**src/rtl/pipe_ctrl_pkg.sv**
```systemverilog
// ---------------------------------------------------------------------------
// pipe_ctrl_pkg
// Shared types and constants for the PC / pipeline-control slice.
//   state_e     : control FSM states (RUN, STALL, SQUASH)
//   INST_BYTES  : sequential PC increment in bytes
//   REG_W       : register-specifier width
// ---------------------------------------------------------------------------
package pipe_ctrl_pkg;

  localparam int INST_BYTES = 4;
  localparam int REG_W      = 5;

  typedef enum logic [1:0] {
    RUN    = 2'd0,  // normal operation
    STALL  = 2'd1,  // second cycle of a load-use stall, hazard check suppressed
    SQUASH = 2'd2   // cycle after a redirect, IF/ID holds a flushed slot
  } state_e;

endpackage : pipe_ctrl_pkg

```
**src/rtl/lu_hazard_detect.sv**
```systemverilog
// ---------------------------------------------------------------------------
// lu_hazard_detect
// Purely combinational load-use hazard compare between the load in ID/EX and
// the source registers of the instruction in IF/ID.
// Ports:
//   ex_mem_read_i : ID/EX instruction is a load
//   ex_rt_i       : load destination register
//   id_rs_i       : IF/ID rs
//   id_rt_i       : IF/ID rt
//   id_uses_rt_i  : IF/ID instruction reads rt as a source
//   hazard_o      : 1 = the IF/ID instruction needs the loaded value
// ---------------------------------------------------------------------------
module lu_hazard_detect
  import pipe_ctrl_pkg::*;
#(
  parameter int W = REG_W
) (
  input  logic         ex_mem_read_i,
  input  logic [W-1:0] ex_rt_i,
  input  logic [W-1:0] id_rs_i,
  input  logic [W-1:0] id_rt_i,
  input  logic         id_uses_rt_i,
  output logic         hazard_o
);

  // Register 0 is hard-wired zero, so a load targeting it never creates a dependency.
  assign hazard_o = ex_mem_read_i && (ex_rt_i != '0) &&
                    ((ex_rt_i == id_rs_i) || (id_uses_rt_i && (ex_rt_i == id_rt_i)));

endmodule : lu_hazard_detect

```
**src/rtl/next_pc_ctrl.sv**
```systemverilog
// ---------------------------------------------------------------------------
// next_pc_ctrl
// Chooses the next PC value and the PC / IF/ID / ID/EX control strobes every
// cycle: sequential fetch, branch/jump redirect and load-use stall. Keeps
// saturating stall and redirect counters for debug.
// Control outputs are combinational from state + inputs; only the FSM state
// and the counters are registered.
//
// Optional build macro: NEXT_PC_MEM_WAIT_EN
//   Adds input imem_ready. While it is low (and neither rst nor br_taken is
//   active) the PC and IF/ID hold, IF/ID is flushed, state and counters are
//   unchanged. A branch seen while not ready is parked in a pending-redirect
//   register and applied once imem_ready returns.
//
// Ports:
//   clk, rst       : clock, synchronous active-high reset
//   pc_cur         : current PC register value
//   ex_mem_read    : ID/EX holds a load;  ex_rt: its destination
//   id_rs, id_rt   : IF/ID source registers; id_uses_rt: rt is a source
//   br_taken       : EX branch resolved taken; br_target: its target
//   jmp_valid      : ID jump decoded; jmp_target: its target
//   imem_ready     : (NEXT_PC_MEM_WAIT_EN only) instruction memory ready
//   pc_next        : next PC value
//   pc_write       : PC loads pc_next
//   ifid_write     : IF/ID loads
//   ifid_flush     : IF/ID cleared to NOP
//   idex_bubble    : ID/EX loads a NOP
//   stall_cnt      : load-use stalls taken (saturating)
//   flush_cnt      : redirects taken (saturating)
// ---------------------------------------------------------------------------
module next_pc_ctrl
  import pipe_ctrl_pkg::*;
#(
  parameter int                ADDR_W     = 18,
  parameter int                INST_BYTES = pipe_ctrl_pkg::INST_BYTES,
  parameter logic [ADDR_W-1:0] RESET_PC   = '0,
  parameter int                REG_W      = pipe_ctrl_pkg::REG_W,
  parameter int                CNT_W      = 16
) (
  input  logic              clk,
  input  logic              rst,
  input  logic [ADDR_W-1:0] pc_cur,
  input  logic              ex_mem_read,
  input  logic [REG_W-1:0]  ex_rt,
  input  logic [REG_W-1:0]  id_rs,
  input  logic [REG_W-1:0]  id_rt,
  input  logic              id_uses_rt,
  input  logic              br_taken,
  input  logic [ADDR_W-1:0] br_target,
  input  logic              jmp_valid,
  input  logic [ADDR_W-1:0] jmp_target,
`ifdef NEXT_PC_MEM_WAIT_EN
  input  logic              imem_ready,
`endif
  output logic [ADDR_W-1:0] pc_next,
  output logic              pc_write,
  output logic              ifid_write,
  output logic              ifid_flush,
  output logic              idex_bubble,
  output logic [CNT_W-1:0]  stall_cnt,
  output logic [CNT_W-1:0]  flush_cnt
);

  state_e            state_q, state_d;
  logic [CNT_W-1:0]  stall_cnt_q, flush_cnt_q;
  logic              stall_inc, flush_inc;
  logic              hazard;

`ifdef NEXT_PC_MEM_WAIT_EN
  logic              pend_q, pend_d;
  logic [ADDR_W-1:0] pend_tgt_q, pend_tgt_d;
`endif

  lu_hazard_detect #(.W(REG_W)) u_hazard (
    .ex_mem_read_i (ex_mem_read),
    .ex_rt_i       (ex_rt),
    .id_rs_i       (id_rs),
    .id_rt_i       (id_rt),
    .id_uses_rt_i  (id_uses_rt),
    .hazard_o      (hazard)
  );

  // Decision logic, in priority order: rst > br_taken > (mem wait) > hazard > jump > sequential.
  always_comb begin
    // NOTE: every signal written here gets a default first so no path can infer a latch.
    pc_next     = pc_cur + ADDR_W'(INST_BYTES);  // wraps naturally at 2^ADDR_W
    pc_write    = 1'b1;
    ifid_write  = 1'b1;
    ifid_flush  = 1'b0;
    idex_bubble = 1'b0;
    state_d     = RUN;
    stall_inc   = 1'b0;
    flush_inc   = 1'b0;
`ifdef NEXT_PC_MEM_WAIT_EN
    pend_d      = pend_q;
    pend_tgt_d  = pend_tgt_q;
`endif

    if (rst) begin
      pc_next     = RESET_PC;
      ifid_flush  = 1'b1;
      idex_bubble = 1'b1;
    end else if (br_taken) begin
`ifdef NEXT_PC_MEM_WAIT_EN
      if (!imem_ready) begin
        // Fetch cannot accept the redirect yet: park it and hold everything.
        pend_d      = 1'b1;
        pend_tgt_d  = br_target;
        pc_next     = pc_cur;
        pc_write    = 1'b0;
        ifid_write  = 1'b0;
        ifid_flush  = 1'b1;
        idex_bubble = 1'b1;
        state_d     = state_q;
      end else
`endif
      begin
        pc_next     = br_target;
        ifid_flush  = 1'b1;
        idex_bubble = 1'b1;
        flush_inc   = 1'b1;
        state_d     = SQUASH;
`ifdef NEXT_PC_MEM_WAIT_EN
        pend_d      = 1'b0;
`endif
      end
`ifdef NEXT_PC_MEM_WAIT_EN
    end else if (!imem_ready) begin
      pc_next    = pc_cur;
      pc_write   = 1'b0;
      ifid_write = 1'b0;
      ifid_flush = 1'b1;
      state_d    = state_q;
    end else if (pend_q) begin
      pc_next     = pend_tgt_q;
      ifid_flush  = 1'b1;
      idex_bubble = 1'b1;
      flush_inc   = 1'b1;
      state_d     = SQUASH;
      pend_d      = 1'b0;
`endif
    end else if (hazard && (state_q == RUN)) begin
      // Hold PC and IF/ID for one cycle and feed ID/EX a bubble so the load completes.
      pc_next     = pc_cur;
      pc_write    = 1'b0;
      ifid_write  = 1'b0;
      idex_bubble = 1'b1;
      stall_inc   = 1'b1;
      state_d     = STALL;
    end else if (jmp_valid && (state_q != SQUASH)) begin
      // Jump resolves in ID, so only the slot behind it in IF/ID is wrong.
      pc_next    = jmp_target;
      ifid_flush = 1'b1;
      flush_inc  = 1'b1;
      state_d    = SQUASH;
    end
  end

  // NOTE: sequential state uses non-blocking assignments so every register samples pre-edge values.
  always_ff @(posedge clk) begin
    if (rst) begin
      state_q     <= RUN;
      stall_cnt_q <= '0;
      flush_cnt_q <= '0;
`ifdef NEXT_PC_MEM_WAIT_EN
      pend_q      <= 1'b0;
      pend_tgt_q  <= '0;
`endif
    end else begin
      state_q <= state_d;
      if (stall_inc && (stall_cnt_q != '1)) stall_cnt_q <= stall_cnt_q + 1'b1;
      if (flush_inc && (flush_cnt_q != '1)) flush_cnt_q <= flush_cnt_q + 1'b1;
`ifdef NEXT_PC_MEM_WAIT_EN
      pend_q     <= pend_d;
      pend_tgt_q <= pend_tgt_d;
`endif
    end
  end

  assign stall_cnt = stall_cnt_q;
  assign flush_cnt = flush_cnt_q;

endmodule : next_pc_ctrl
```
**config.mk**
```make
export PLATFORM = sky130hd
export DESIGN_NAME = next_pc_ctrl
export DESIGN_NICKNAME = d
export VERILOG_FILES = /design/src/rtl/pipe_ctrl_pkg.sv /design/src/rtl/lu_hazard_detect.sv /design/src/rtl/next_pc_ctrl.sv
export SDC_FILE = /design/constraint.sdc
export NUM_CORES = 1
export LEC_CHECK = 0
export CELL_PAD_IN_SITES_DETAIL_PLACEMENT = 0
export CELL_PAD_IN_SITES_GLOBAL_PLACEMENT = 1
export CORE_UTILIZATION = 26
export CTS_CLUSTER_SIZE = 25
export DETAILED_ROUTE_END_ITERATION = 6
export PLACE_DENSITY_LB_ADDON = 0.15
export SYNTH_ARGS = -nofsm -noshare
export SYNTH_HDL_FRONTEND = slang
export SYNTH_SLANG_ARGS = --single-unit
```
**constraint.sdc**
```tcl
create_clock -name clk -period 2.71 [get_ports clk]
set_clock_uncertainty 0.1 [all_clocks]
set_input_delay 0.6775 -clock clk [delete_from_list [all_inputs] [get_ports clk]]
set_output_delay 0.6775 -clock clk [all_outputs]
set_load 0.05 [all_outputs]
```
==> results of run 1 <==
[power groups by stage]
stage / logic [mW] / clock network, mW / registers (mW)
CTS: 0.713 / 0.438 / 0.510
global placement: 0.670 / 0 / 0.522
floorplan: 0.313 / 0 / 0.533
finish: 0.726 / 0.417 / 0.510
detailed placement: 0.674 / 0 / 0.522
global route: 0.766 / 0.461 / 0.511
[cells in the mapped netlist, drive strengths merged (7+ instances only)]
master and number:
nor2 46, dfxtp 34, nand2 33, a21oi 26
xnor2 23, nand3 20, o21ai 19, clkbuf 12
nand4 12, nor2b 12, nor3 12, a211oi 10
or4 10, inv 8, mux2 8, o211ai 8
or3 8, a311oi 7, buf 7, o31ai 7
[cell families (layout without fill, tap and decap cells)]
kind of cell	Yosys count	after routing	synth area share (%)
flip-flops	34	34	24.3
multiplexers	12	12	4.64
XOR/XNOR	28	28	8.75
AO/OA/AOI/OAI	94	95	23.9
AND/OR/NAND/NOR	176	177	32.7
buffers and inverters	27	218	4.33
adder cells (fa/ha/maj)	3	3	1.34
[what timing repair did]
| action | in CTS | in global routing |
|---|---|---|
| buffers inserted | 9 | 2 |
| pin swaps | 40 | 20 |
| endpoints found under the setup margin | 34 | 32 |
| gates resized for setup | 100 | 18 |
| cloned | 3 | 0 |
[final cells by class]
cell class                      count  area share, %
Clock buffer                        6           1.44
Tap cell                          136           2.98
Multi-Input combinational cell    315           45.6
Timing Repair Buffer              202           37.3
Inverter                            8          0.525
Sequential cell                    34           11.9
Clock inverter                      2          0.284
[final timing paths]
path | startpoint | endpoint | slack (ns) | cells past startpoint
worst min register to register | flush_cnt[4] | flush_cnt[4] | 0.39 | 2
worst max register to register | flush_cnt[0] | flush_cnt[14] | 0.42 | 7
worst max-delay path | ex_rt[4] | pc_next[16] | -0.56 | 7
worst min-delay path | flush_cnt[4] | flush_cnt[4] | 0.39 | 2
[worst max-delay path: stages]
cell and delay (ns):
buf_6 0.09, or4_4 0.58, o211a_4 0.34, a221oi_2 0.31, a21oi_2 0.08, a211oi_4 0.24, buf_12 0.17
[sequential cells by signal (all words and copies together), names as in the netlist]
signal     count
state_q        2
flush_cnt     16
stall_cnt     16
[metal layers]
metal | wire, um | track usage (%) | vias to the layer above
li1 | - | - | 1785
met1 | 4690 | 23.6 | 1666
met2 | 5430 | 34.1 | 94
met3 | 554 | 3.83 | 8
met4 | 82 | 3.57 | 0
met5 | 0 | 0 | -
[stage by stage]
step,hold slack (ns),area (um^2),worst slack (ns),total power [mW],cells
after floorplan,0.612,3100,-0.581,0.846,374
after CTS,0.395,5620,-0.582,1.66,703
final,0.391,5720,-0.556,1.65,703
after global placement,0.375,5190,-0.885,1.19,684
after detailed placement,0.381,5190,-0.909,1.20,684
after global routing,0.423,5720,-0.605,1.74,703
==> impl_metrics.tcl, run 1 <==
set metrics [dict create \
    cts_tree "yes" \
    grt_max_degree 26 \
    setup_slack_ns -0.556 \
    clk_pin_slew_worst_paths_ns 0.08 \
    grt.overflow.total 0 \
    combPwrFrac_pct 43.9 \
    drv_cap 0 \
    grt_first_pass_wirelength_mm 17.3 \
    cts_sinks 34 \
    dieWidth_um 106 \
    cp.arrival_ns 2.49 \
    dieArea_um2 11200 \
    synth_top_area_cell "dfxtp_1" \
    required_ns 1.93 \
    fmax_mhz 306 \
    drive_above_1_share_pct 35.1 \
    grt_util_all_layers_pct 19.1 \
    yosys_warnings 0 \
    core_um2 10400 \
    min_period_over_period_pct 121 \
    maxSlewViolCount 0 \
    post_drt_wl_per_cell_um 15.3 \
    ctsRootBufferMaster "clkbuf_8" \
    syn_area_um2 2800 \
    synthFlopType "dfxtp_1" \
    drc 0 \
    layout_commonest_cell "clkdlybuf4s50_1" \
    p_leak_nw 2.09 \
    vias 3553 \
    yosysUniqueCellTypes 53 \
    switching_share_pct 35.0 \
    start_kind "input pin" \
    hold_violations 0 \
    critPathKind "input pin to output pin" \
    synth.avg_cell_area_um2 7.49 \
    crit_path_end_kind "output pin" \
    synth_edf_count 0 \
    clkPwrFrac_pct 25.2 \
    p_sw_mw 0.578 \
    fin_nets 644 \
    fin_crit_ns 3.27 \
    rows 37 \
    first_global_vias 3519 \
    syn_to_final_growth_pct 104 \
    antenna_cells 0 \
    ys_ff_latch 34 \
    initialDrtViolationCount 120 \
    antenna_found_initial 0 \
    clock_path_buffers 2 \
    synth_top_area_share_pct 24.3 \
    status "complete, but fails checks" \
    internal-power_mw 1.08 \
    finalSetupViolations 22 \
    worst_slew_pin_slew_ns 0.555 \
    hold_class "flip-flop to flip-flop" \
    drtPass1Iterations 4 \
    powerDensity_nw_per_um2 289 \
    clk_latency_ns 0.29 \
    ant_nets 0 \
    cts_hold_repair.buffers 0 \
    mostFrequentLayoutCells "clkdlybuf4s50_1 (77), buf_4 (58), nor2_1 (44)" \
    routed_wl_mm 10.8 \
    seq_area_um2 681 \
    tns_ns -9.90 \
    rsz0062_at_grt "yes" \
    path_max_fanout 5 \
    place_hpwl_mm 8.15 \
    numCtsBuffers 5 \
    start_util_pct 27.0 \
    yosysSeqAreaShare_pct 24.3 \
    gp_congestion 0.805 \
    viasPerCell 5.05 \
    maxSlewHeadroom_pct 62.8 \
    ys_top_cells_by_area "dfxtp_1 (24%), xnor2_1 (7.2%), nor2_1 (6.0%)" \
    seq_power_share_pct 30.8 \
    peakVddDrop_v 0.000186 \
    final_core_util_pct 55.2 \
    port_buffers 128 \
    htree_levels 2 \
    synthCells 374 \
    io_pins 129 \
    fp.dieH_um 106 \
    multi_input_area_um2 2610 \
    async_flop_share_pct 0 \
    fill_cells 939 \
    syn-num-nets 452 \
    violations "setup timing" \
]
No activity file was read; power rests on OpenSTA's default activity.
==> run 2: changes to the inputs <==
==> constraint.sdc (replaced) <==
create_clock -name clk -period 2.71 [get_ports clk]
set_clock_uncertainty 0.1 [all_clocks]
set_input_delay 0.4065 -clock clk [delete_from_list [all_inputs] [get_ports clk]]
set_output_delay 0.4065 -clock clk [all_outputs]
set_load 0.05 [all_outputs]
==> run 2 against run 1 <==
Total power up 0.96%. Sequential share of layout area grew 0.45 points. Clock power increased by 11%. Via count decreased by 1.1%. The run still ends with setup timing left. Combinational power shrank 4.3%. Flip-flop and latch count did not move. Global-route usage up 0.92 points. Core utilization is 2.0 points lower. Register-to-register slack gained 0.13 ns. Maximum frequency increased by 20%. Final cell count shrank 1.8%. Count of clock-buffer cells in the layout grew 1.
==> impl_metrics.tcl, run 2 (same netlist as run 1, synthesis figures left out) <==
set metrics [dict create \
    status "complete, but fails checks" \
    violations "setup timing" \
    maxSlewHeadroom_pct 61.1 \
    path_max_fanout 8 \
    antenna_cells 0 \
    final_core_util_pct 53.2 \
    ctsRootBufferMaster "clkbuf_8" \
    total_power_mw 1.67 \
    clock_path_buffers 2 \
    path_buf_inv 2 \
    htree_levels 2 \
    tns_ns -0.00817 \
    hold_violations 0 \
    fill_cells 978 \
    rsz0062_at_grt "yes" \
    drtPass1Iterations 5 \
    cts_tree "yes" \
    cp.arrival_ns 2.21 \
    first_global_vias 3646 \
    mostFrequentLayoutCells "clkdlybuf4s50_1 (79), buf_4 (52), nor2_1 (44)" \
    p_leak_nw 2.01 \
    min_period_over_period_pct 100 \
    fin_cells 690 \
    numCtsBuffers 5 \
    start_kind "input pin" \
    clk_latency_ns 0.29 \
    pre_cts_slack_ns -0.363 \
    fmax_mhz 368 \
    io_pins 129 \
    max_stage_delay_ns 0.56 \
    clk_pin_slew_worst_paths_ns 0.07 \
    dieWidth_um 106 \
    grt_first_pass_wirelength_mm 18.0 \
    worst_slew_pin_slew_ns 0.582 \
    dieArea_um2 11200 \
    post_drt_wl_per_cell_um 15.7 \
    crit_path_end_kind "output pin" \
    hold_class "flip-flop to flip-flop" \
    antenna_found_initial 0 \
    critPathKind "input pin to output pin" \
    rows 37 \
    crit_family "compound AO/OA/AOI/OAI gates" \
    finalSetupViolations 2 \
    drc 0 \
    dp.cells 669 \
    fp.dieH_um 106 \
    vias 3515 \
    cts_sinks 34 \
    layout_commonest_cell "clkdlybuf4s50_1" \
    multi_input_area_um2 2510 \
    grt_util_all_layers_pct 20.0 \
    r2r_slack_ns 0.55 \
    gp_congestion 0.862 \
    grt_max_degree 42 \
    fin_crit_ns 2.72 \
    port_buffers 128 \
    initialDrtViolationCount 125 \
    grt.overflow.total 0 \
    core_um2 10400 \
    drv_cap 0 \
    slowest_stage "or4_4" \
    place_hpwl_mm 8.22 \
    maxSlewViolCount 0 \
    peakVddDrop_v 0.000168 \
    powerDensity_nw_per_um2 303 \
    path_cells "buf_6 > or4_4 > o211a_4 > a221oi_2 > a21oi_2 > a211oi_4 > buf_12" \
    routed_wl_mm 10.8 \
    viasPerCell 5.09 \
    fin_nets 631 \
    required_ns 2.20 \
    syn_to_final_growth_pct 96.7 \
    seq_area_um2 681 \
    drive_above_1_share_pct 30.9 \
    start_util_pct 27.0 \
    ant_nets 0 \
    setup_slack_ns -0.00707 \
]
-- run 2: through the flow --
| stage | cell area (um^2) | hold WS (ns) |
|---|---|---|
| floorplan | 3060 | 0.478 |
| global placement | 5020 | 0.379 |
| detailed placement | 5020 | 0.384 |
| CTS | 5400 | 0.395 |
| global route | 5510 | 0.447 |
| finish | 5510 | 0.393 |
-- run 2: repair_timing --
action | in CTS | in global routing
hold endpoints to repair | 0 | 0
hold buffers | 0 | 0
cloned | 1 | 0
setup endpoints to repair | 22 | 21
buffers inserted | 9 | 4
pin swaps | 39 | 30
resized for setup | 73 | 26
-- run 2: worst paths after layout --
check / from / end / cells past startpoint
worst max-delay path: ex_rt[3] / pc_next[16] / 7
worst min-delay path: flush_cnt[4] / flush_cnt[4] / 2
worst max register to register: flush_cnt[2] / flush_cnt[13] / 6
worst min register to register: flush_cnt[4] / flush_cnt[4] / 2
-- run 2: layer usage --
metal  track usage (%)  routed length [um]  share of wire [%]
met5                 0                   0                  0
met4              4.86                 191                1.8
met3              4.51                 663                6.1
met2              35.3                5450                 50
met1              24.3                4520                 42
-- run 2: cell type report --
cell class | count | area share, %
clock inverters | 1 | 0.545
well taps | 136 | 3.09
flip-flops and latches | 34 | 12.3
inverters | 8 | 0.545
clock buffers | 7 | 1.38
multi-input cells | 313 | 45.6
repair buffers | 191 | 36.5
-- run 2: worst reg2reg max path, stage by stage (launching register included) --
cell      delay [ns]
dfxtp_1         0.40
and3_1          0.26
and4_1          0.27
nor2b_1         0.33
nand3_1         0.12
a211oi_1        0.21
mux2_2          0.36
-- run 2: where the power goes --
group          internal (mW)  leakage, nW  switching (mW)
logic                  0.341         1.68           0.354
clock network          0.275       0.0524           0.188
registers              0.504        0.275         0.00652
total                   1.12         2.01           0.548
==> run 3: changes to the inputs <==
TNS_END_PERCENT = 1   (was unset)
==> run 3 against run 2 <==
Maximum frequency fell by 1.4%. Global-route usage decreased by 1.3 points. Via count decreased by 0.37%. Die area is the same. Clock power decreased by 14%. Sequential share of layout area rose by 0.61 points. Routed wire length shrank 2.7%. Total power is 6.5% lower. Worst setup slack worse by 0.039 ns. Core utilization down 2.5 points. Sequential power barely moved. The flow still finishes with violations (setup timing).
==> impl_metrics.tcl, run 3 (same netlist as run 1, synthesis figures left out) <==
set metrics [dict create \
    drtPass1Iterations 4 \
    maxSlewHeadroom_pct 44.8 \
    finalSetupViolations 2 \
    crit_path_end_kind "output pin" \
    grt_max_degree 29 \
    drive_above_1_share_pct 29.2 \
    internal-power_mw 1.03 \
    combPwrFrac_pct 41.7 \
    gp_congestion 0.785 \
    hold_class "flip-flop to flip-flop" \
    setup_slack_ns -0.0457 \
    vias 3502 \
    global_route.usage.met2_pct 32.5 \
    start_util_pct 27.0 \
    grt.busiest_layer "met2" \
    path_max_fanout 8 \
    ant_nets 0 \
    dieWidth_um 106 \
    core_um2 10400 \
    cts_hold_repair.buffers 0 \
    grt_util_all_layers_pct 18.6 \
    r2r_slack_ns 0.54 \
    grt.overflow.total 0 \
    place_hpwl_mm 7.77 \
    fp.dieH_um 106 \
    cp.arrival_ns 2.25 \
    clkPwrFrac_pct 25.6 \
    cts_sinks 34 \
    rows 37 \
    fmax_mhz 363 \
    min_period_over_period_pct 102 \
    grt_first_pass_wirelength_mm 16.8 \
    p_sw_mw 0.534 \
    clock_path_buffers 2 \
    grt_util_met1_pct 23.3 \
    htree_levels 2 \
    peakVddDrop_v 0.000171 \
    multi_input_area_um2 2390 \
    worst_slew_pin_slew_ns 0.824 \
    fin_cells 677 \
    antenna_found_initial 0 \
    switching_share_pct 34.2 \
    cts_tree "yes" \
    required_ns 2.20 \
    whs_ns 0.397 \
    dieArea_um2 11200 \
    mostFrequentLayoutCells "clkdlybuf4s50_1 (79), buf_4 (46), nor2_1 (44)" \
    hp-start "flush_cnt[4]" \
    powerDensity_nw_per_um2 297 \
    clk_latency_ns 0.29 \
    rsz0062_at_grt "yes" \
    fin_crit_ns 2.76 \
    status "complete, but fails checks" \
    violations "setup timing" \
    seq_area_um2 681 \
    reg2reg_from "state_q[0]" \
    hold_end "flush_cnt[4]" \
    seq_power_share_pct 32.7 \
    drv_cap 0 \
    post_drt_wl_per_cell_um 15.6 \
    layout_commonest_cell "clkdlybuf4s50_1" \
    grt.met3_usage_pct 3.65 \
    viasPerCell 5.17 \
    syn_to_final_growth_pct 87.5 \
    first_global_vias 3384 \
    hold_violations 0 \
    timing.rr.end "stall_cnt[15]" \
    dp.cells 663 \
    io_pins 129 \
    clk_pin_slew_worst_paths_ns 0.07 \
    initialDrtViolationCount 107 \
    port_buffers 128 \
    critPathKind "input pin to output pin" \
    routed_wl_mm 10.5 \
    antenna_cells 0 \
    start_kind "input pin" \
    fin_nets 618 \
    numCtsBuffers 5 \
    worstHoldPathCells 2 \
    drc 0 \
    reg2regPathDepth 6 \
    p_leak_nw 1.93 \
    maxSlewViolCount 0 \
    fill_cells 1011 \
    ctsRootBufferMaster "clkbuf_8" \
]
run 3: cell count changes in the layout (fill, tap and decap cells not counted), moves of 4 or more:
cell            delta
buf_12             -6
buf_4              -6
buf_6              -4
dlymetal6s2s_1     +4
run 3: power groups by stage:
stage          Combinational [mW]  Clock [mW]  Sequential [mW]
6_report                    0.651       0.399            0.510
5_1_grt                     0.688       0.431            0.511
4_1_cts                     0.636       0.408            0.510
3_5_place_dp                0.600           0            0.522
3_3_place_gp                0.596           0            0.522
2_1_floorplan               0.274           0            0.533
run 3: per-layer routing:
metal  up-vias  part of all wire [%]
met1      1671                    44
li1       1728                     -
met4         0                   1.5
met5         -                     0
met3        14                   5.0
met2        89                    50
run 3: through the flow:
step | power [mW] | setup WS, ns | util, % | cell area [um^2] | TNS [ns]
after floorplan | 0.807 | -0.288 | - | 2920 | -3.62
after global placement | 1.12 | -0.485 | 46.2 | 4790 | -11.93
after detailed placement | 1.12 | -0.497 | 46.2 | 4790 | -12.86
after CTS | 1.55 | -0.0231 | 49.5 | 5130 | -0.0695
after global routing | 1.63 | -0.0776 | 50.7 | 5250 | -0.437
final | 1.56 | -0.0457 | 50.7 | 5250 | -0.0829
run 3: timing repair:
action / 4_1_cts / 5_1_grt
resized for setup: 77 / 23
setup buffers: 3 / 4
setup endpoints to repair: 25 / 18
gates cloned: 1 / 0
endpoints found under the hold margin: 0 / 0
pin swaps: 34 / 21
run 3: worst max-delay path by stage:
stage | depth (start not counted) | end | start | slack, ns
floorplan | 5 | pc_next[1] | ex_rt[0] | -0.29
global placement | 7 | pc_next[4] | ex_rt[0] | -0.49
detailed placement | 7 | pc_next[8] | ex_rt[0] | -0.50
CTS | 9 | pc_next[4] | id_rt[4] | -0.02
global route | 7 | pc_next[13] | ex_rt[3] | -0.08
finish | 7 | pc_next[13] | ex_rt[3] | -0.05
run 3: area by class of cell:
class / instances / area share [%]
clock buffer: 7 / 1.64
clock inverter: 1 / 0.0953
inverter: 8 / 0.572
multi-input combinational: 313 / 45.6
sequential: 34 / 13.0
tap: 136 / 3.24
timing repair buffer: 178 / 35.9
run 3: worst max-delay path, cell delays in order:
cell and delay [ns]:
buf_6 0.10, or4_4 0.55, o211a_4 0.33, a221oi_4 0.36, a211oi_4 0.07, nor3_2 0.23
clkbuf_16 0.20
